$ cat src/rtl/matrix_result_streamer_pkg.sv
// Shared constants and types for the matrix result streamer.
package la_pkg;
  localparam int DW    = 64;
  localparam int N     = 5;
  localparam int NELEM = N * N;
  localparam int IW    = 5;

  typedef logic [DW-1:0] elem_t;

  typedef enum logic [1:0] {
    IDLE   = 2'd0,
    STREAM = 2'd1,
    CSUM   = 2'd2
  } stream_state_t;
endpackage

$ cat src/rtl/matrix_result_streamer_if.sv
// Valid/ready output stream carrying one matrix element per beat.
interface matrix_result_streamer_if;
  import la_pkg::*;

  elem_t         tdata;
  logic          tvalid;
  logic          tready;
  logic          tlast;
  logic [IW-1:0] tindex;

  modport master (output tdata, output tvalid, output tlast, output tindex, input tready);
  modport slave  (input tdata, input tvalid, input tlast, input tindex, output tready);
endinterface

$ cat src/rtl/matrix_result_streamer_snapshot.sv
// Snapshot register for the whole result matrix plus element select.
// Capturing all N*N elements in one cycle isolates the stream from later
// changes on the core's output bus.
module matrix_snapshot_mux
  import la_pkg::*;
(
  input  logic                clk,
  input  logic                rst_n,
  input  logic                capture,
  input  logic [NELEM*DW-1:0] m_flat,
  input  logic [IW-1:0]       sel,
  output elem_t               elem
);

  // Element k lives at snap_q[k], matching bits [k*DW +: DW] of m_flat.
  logic [NELEM-1:0][DW-1:0] snap_q;

  // Whole-matrix capture on request; cleared on reset.
  always_ff @(posedge clk or negedge rst_n) begin
    if (!rst_n)       snap_q <= '0;
    else if (capture) snap_q <= m_flat;
  end

  // Combinational element select; out-of-range indices read as zero.
  always_comb begin
    elem = '0;
    if (sel < IW'(NELEM)) elem = snap_q[sel];
  end

endmodule

$ cat src/rtl/matrix_result_streamer.sv
// Streams a snapshot of the 5x5 result matrix out in row-major order over
// a valid/ready interface. Optional trailing XOR checksum beat is compiled
// in with STREAM_CHECKSUM_EN.
module matrix_result_streamer
  import la_pkg::*;
(
  input  logic                clk,
  input  logic                rst_n,
  input  logic                start,
  input  logic [NELEM*DW-1:0] m_flat,
  output logic                busy,
  output logic                drop_err,
  matrix_result_streamer_if.master strm
);

  stream_state_t state_q, state_d;
  logic [IW-1:0] count_q;
  logic          capture;
  logic          xfer;
  logic          last_elem;
  elem_t         elem;

  assign capture   = (state_q == IDLE) && start;
  assign xfer      = strm.tvalid && strm.tready;
  assign last_elem = (count_q == IW'(NELEM - 1));
  assign busy      = (state_q != IDLE);

  matrix_snapshot_mux u_snap (
    .clk     (clk),
    .rst_n   (rst_n),
    .capture (capture),
    .m_flat  (m_flat),
    .sel     (count_q),
    .elem    (elem)
  );

`ifdef STREAM_CHECKSUM_EN
  elem_t acc_q;

  // Running XOR of every element that actually transferred.
  always_ff @(posedge clk or negedge rst_n) begin
    if (!rst_n)                          acc_q <= '0;
    else if (capture)                    acc_q <= '0;
    else if (state_q == STREAM && xfer)  acc_q <= acc_q ^ elem;
  end
`endif

  // State register.
  always_ff @(posedge clk or negedge rst_n) begin
    if (!rst_n) state_q <= IDLE;
    else        state_q <= state_d;
  end

  // Next-state: advance only on handshake; starts are honoured only in IDLE.
  always_comb begin
    state_d = state_q;
    case (state_q)
      IDLE:   if (start) state_d = STREAM;
      STREAM: if (xfer && last_elem) begin
`ifdef STREAM_CHECKSUM_EN
                state_d = CSUM;
`else
                state_d = IDLE;
`endif
              end
`ifdef STREAM_CHECKSUM_EN
      CSUM:   if (xfer) state_d = IDLE;
`endif
      default: state_d = IDLE;
    endcase
  end

  // Element counter: restarts on capture, holds at the last index so it
  // never wraps inside a matrix.
  always_ff @(posedge clk or negedge rst_n) begin
    if (!rst_n)                                       count_q <= '0;
    else if (capture)                                 count_q <= '0;
    else if (state_q == STREAM && xfer && !last_elem) count_q <= count_q + IW'(1);
  end

  // Sticky overrun flag: any start seen while a snapshot is in flight.
  always_ff @(posedge clk or negedge rst_n) begin
    if (!rst_n)               drop_err <= 1'b0;
    else if (start && busy)   drop_err <= 1'b1;
  end

  // Stream outputs decode from registered state only, so tvalid never
  // depends on tready and payload holds steady through stalls.
  always_comb begin
    strm.tvalid = 1'b0;
    strm.tdata  = '0;
    strm.tindex = '0;
    strm.tlast  = 1'b0;
    case (state_q)
      STREAM: begin
        strm.tvalid = 1'b1;
        strm.tdata  = elem;
        strm.tindex = count_q;
`ifdef STREAM_CHECKSUM_EN
        strm.tlast  = 1'b0;
`else
        strm.tlast  = last_elem;
`endif
      end
`ifdef STREAM_CHECKSUM_EN
      CSUM: begin
        strm.tvalid = 1'b1;
        strm.tdata  = acc_q;
        strm.tindex = IW'(NELEM);
        strm.tlast  = 1'b1;
      end
`endif
      default: ;
    endcase
  end

endmodule
$ cat src/flat_wrapper.sv
// flat-port wrapper written by rule: the top's interface ports become plain ports
module matrix_result_streamer_flat import la_pkg::*;
  (clk, rst_n, start, m_flat, busy, drop_err, strm_tdata, strm_tvalid, strm_tlast, strm_tindex, strm_tready);
  matrix_result_streamer_if strm_i ();
  input  logic clk;
  input  logic rst_n;
  input  logic start;
  input  logic [NELEM*DW-1:0] m_flat;
  output logic busy;
  output logic drop_err;
  output wire logic [$bits(strm_i.tdata)-1:0] strm_tdata;
  output wire logic [$bits(strm_i.tvalid)-1:0] strm_tvalid;
  output wire logic [$bits(strm_i.tlast)-1:0] strm_tlast;
  output wire logic [$bits(strm_i.tindex)-1:0] strm_tindex;
  input wire logic [$bits(strm_i.tready)-1:0] strm_tready;
  assign strm_tdata = strm_i.tdata;
  assign strm_tvalid = strm_i.tvalid;
  assign strm_tlast = strm_i.tlast;
  assign strm_tindex = strm_i.tindex;
  assign strm_i.tready = strm_tready;
  matrix_result_streamer u_core (.clk(clk), .rst_n(rst_n), .start(start), .m_flat(m_flat), .busy(busy), .drop_err(drop_err), .strm(strm_i));
endmodule
$ cat config.mk
export PLATFORM = sky130hd
export DESIGN_NAME = matrix_result_streamer_flat
export DESIGN_NICKNAME = d
export VERILOG_FILES = /design/src/rtl/matrix_result_streamer_pkg.sv /design/src/rtl/matrix_result_streamer_if.sv /design/src/rtl/matrix_result_streamer_snapshot.sv /design/src/rtl/matrix_result_streamer.sv /design/src/flat_wrapper.sv
export SDC_FILE = /design/constraint.sdc
export NUM_CORES = 2
export LEC_CHECK = 0
export CAP_MARGIN = 20
export CORE_AREA = 3 3 659 661
export CTS_CLUSTER_DIAMETER = 80
export CTS_CLUSTER_SIZE = 16
export DETAILED_ROUTE_END_ITERATION = 8
export DIE_AREA = 0 0 662 664
export PLACE_DENSITY_LB_ADDON = 0.08
export SLEW_MARGIN = 20
export SYNTH_ARGS = -nofsm -noshare
export SYNTH_HDL_FRONTEND = slang
export SYNTH_SLANG_ARGS = --single-unit
$ cat constraint.sdc
create_clock -name clk -period 3.8 [get_ports clk]
set_input_delay 0.76 -clock clk [delete_from_list [all_inputs] [get_ports clk]]
set_output_delay 0.76 -clock clk [all_outputs]
set_load 0.02 [all_outputs]
==> flow_summary.toml <==
[final_layout]
fin_nets = 11688
final_layout_size_suffix_gt1_share_pct = 16.2
fill_cells = 46360
area_growth_pct = 53.2
final_cells = 15973

[die]
dieHeight_um = 664
die_w_um = 662
start_util_pct = 17.1
rows = 241
ios = 1677
fp.dieArea_um2 = 440000
coreArea_um2 = 430000

[setup_path]
rr_worst_depth = 7
rrSetupSlack_ps = 1510
endpoint_kind = "primary output"
r2r-end = "u_core.u_snap.snap_q[798]"
worst-path-max-fanout = 4
crit_path_start = "u_core.count_q[0]"
rr_startpoint = "u_core.state_q[0]"
crit_path_end = "strm_tdata[3]"
worstPathRequired_ps = 3040
arrival_ps = 3650
path_class = "reg -> out"
startpoint_type = "flip-flop"

[clock_tree]
clockBufferDepth = 4
cts_root_buffer = "clkbuf_16"
insertion_delay_ps = 900
numCtsBuffers = 157
htree_levels = 4
cts_tree = "yes"
cts_sinks = 1607
clk_pin_slew_worst_paths_ps = 70

[grt]
antenna_found_initial = 236
grt_pass1_vias = 70640
grt_use_total_pct = 21.9
busiest_layer = "met2"
use_met2_pct = 37.6
use_met1_pct = 27.2
grt_pass1_wl_mm = 651
grt_max_degree = 143
grt_overflow = 0
met3_usage_pct = 4.05

[power]
p_leak_uw = 0.0528
finalPower_uw = 100000
peakVddDrop_v = 0.000321
power_per_cell_area_nw_per_um2 = 892

[drt]
first_iter_violations = 4725
antenna_left = 0
wl_per_cell_um = 31.1
vias = 66560
wirelength_mm = 496
route.detailed.drc = 0
vias_per_cell = 4.17
first_pass_iters = 7

[outcome]
status = "complete, but fails checks"
violations = "negative setup slack"

[logic_synthesis]
synth_ff_type = "dfrtp_1"
synth_nets = 9673
synth_top_area_share_pct = 54.7
yosysTopAreaCell = "dfrtp_1"
yosys-top-cells-area = "dfrtp_1, nand2_1, mux4_2, mux2i_1, a22oi_1"
synth.avg_cell_area_um2 = 9.11
ys_warn_count = 0
synth-edff-count = 0
syn_inst = 8067
yosys.cell_types.count = 42
ys_async_sr_fraction_pct = 100
seq_area_frac_synth_pct = 54.7
ys_ff_latch = 1607
syn_area_um2 = 73500

[sta]
slew_headroom_pct = 32.2
period_share_pct = 116
setup-violations-final = 64
rsz0062_at_grt = "true"
setup-tns-final_ps = -27850
hold_viol_final = 0
fin_worst_skew_ps = 74.4
fmax_mhz = 227
fin_ws_ps = -609
fin_crit_ps = 4410
worstMarginPinSlew_ps = 1020
finalMaxSlewViolations = 0

[hold_path]
holdCritPathClass = "in -> async"

[run]
max-cap-violations = 0

[placed_design]
port-buffer-count = 1676
dp_hpwl_mm = 392
routabilityCongestion = 0.864
post-place-cells = 15466
[sequential cells by signal, summed over array words and instances, names as in the netlist]
signal	flops
u_core.count_q	5
u_core.drop_err	1
u_core.state_q	1
u_core.u_snap.snap_q	1600
[power breakdown]
part	internal (uW)	switching, uW
Combinational	23600	29600
Sequential	24700	5190
Clock	9150	8230
[worst max-delay path, cell delays in order, from the launching register on]
cell and delay, ps:
dfrtp_4 510, buf_12 160, buf_12 140, buf_16 130
mux4_2 370, mux2i_2 90, o211a_1 280, buf_12 160
a2111oi_4 600, buf_6 220, buf_12 110
[repair_timing]
action                                  in CTS  in global routing
hold endpoints to repair                    65                  0
hold buffers                                 1                  0
endpoints found under the setup margin      64                 64
cloned                                      28                  6
pin swaps                                   90                102
resized for setup                          567                173
buffers inserted                            77                 94
[per-stage QoR]
step	setup slack [ps]	hold WS (ps)	area [um^2]	util, %
2_1_floorplan	898	440	73500	-
3_3_place_gp	-1050	450	101000	23.5
3_5_place_dp	-841	457	101000	23.5
4_1_cts	-810	284	111000	25.8
5_1_grt	-727	333	113000	26.2
6_report	-609	381	113000	26.2
[cell usage in the layout, fill, tap and decap left out, types with 14 or more instances in the layout]
cell type / instances
buf_12: 215
a22o_4: 34
inv_6: 14
a22oi_1: 95
clkbuf_8: 18
nand3_1: 29
buf_6: 107
mux4_2: 208
a31oi_4: 43
clkdlybuf4s50_1: 1610
dfrtp_1: 1602
a22oi_2: 81
a2111oi_4: 20
nand3_4: 29
mux2i_2: 42
buf_4: 394
nand2_1: 4822
a21oi_4: 34
mux2i_4: 31
clkbuf_1: 14
mux2i_1: 320
buf_16: 33
nand3_2: 31
clkbuf_16: 167
diode_2: 69
[worst min-delay path by stage]
stage                                            end                        from
after floorplan           u_core.u_snap.snap_q[1152]  u_core.u_snap.snap_q[1152]
after global placement               u_core.drop_err             u_core.drop_err
after detailed placement   u_core.u_snap.snap_q[396]   u_core.u_snap.snap_q[396]
after CTS                  u_core.u_snap.snap_q[962]                 m_flat[962]
after global routing       u_core.u_snap.snap_q[844]                 m_flat[844]
final                      u_core.u_snap.snap_q[762]                       rst_n
[final cells by class]
cell class | count | area, um^2 | share of cell area, %
Clock inverter | 79 | 1050 | 0.931
Timing Repair Buffer | 2386 | 26100 | 23.2
Tap cell | 5710 | 7140 | 6.34
Antenna cell | 69 | 173 | 0.153
Inverter | 2 | 7.51 | 0.00666
Multi-Input combinational cell | 5928 | 33700 | 29.9
Clock buffer | 192 | 4300 | 3.82
Sequential cell | 1607 | 40200 | 35.7
[Yosys cell counts, types with 2 or more instances]
master / n
xor2_1: 2
a2111oi_1: 3
o22ai_1: 20
buf_6: 42
xnor2_1: 2
buf_2: 150
a31oi_1: 45
clkbuf_4: 4
a21oi_2: 38
clkbuf_1: 290
inv_1: 2
a22o_1: 44
nand3_1: 89
mux2i_1: 393
a22oi_1: 176
a2111oi_2: 17
buf_12: 5
dfrtp_1: 1607
buf_1: 5
and3_1: 2
and2_1: 9
nand2_1: 4824
buf_4: 20
nor2b_1: 6
buf_8: 16
ha_1: 2
o211a_1: 20
mux4_2: 208
nor2_1: 8
a21oi_1: 6
[metal layers]
layer	wire [um]	part of all wire, %	vias to the layer above
li1	-	-	30004
met2	243000	49	2041
met4	20100	4.0	78
met1	207000	42	33730
met5	488	0.098	-
met3	26100	5.3	707
[cell families (layout without fill, tap and decap cells)]
kind of cell / count (synthesis) / after routing / synth area share, %
AO/OA/AOI/OAI: 371 / 371 / 4.05
XOR/XNOR: 4 / 4 / 0.0477
adder cells (fa/ha/maj): 2 / 2 / 0.0340
buffers and inverters: 535 / 2659 / 3.90
flip-flops: 1607 / 1607 / 54.7
multiplexers: 601 / 601 / 11.7
other: 0 / 69 / 0
AND/OR/NAND/NOR: 4947 / 4950 / 25.5
No activity file was read; power rests on OpenSTA's default activity.
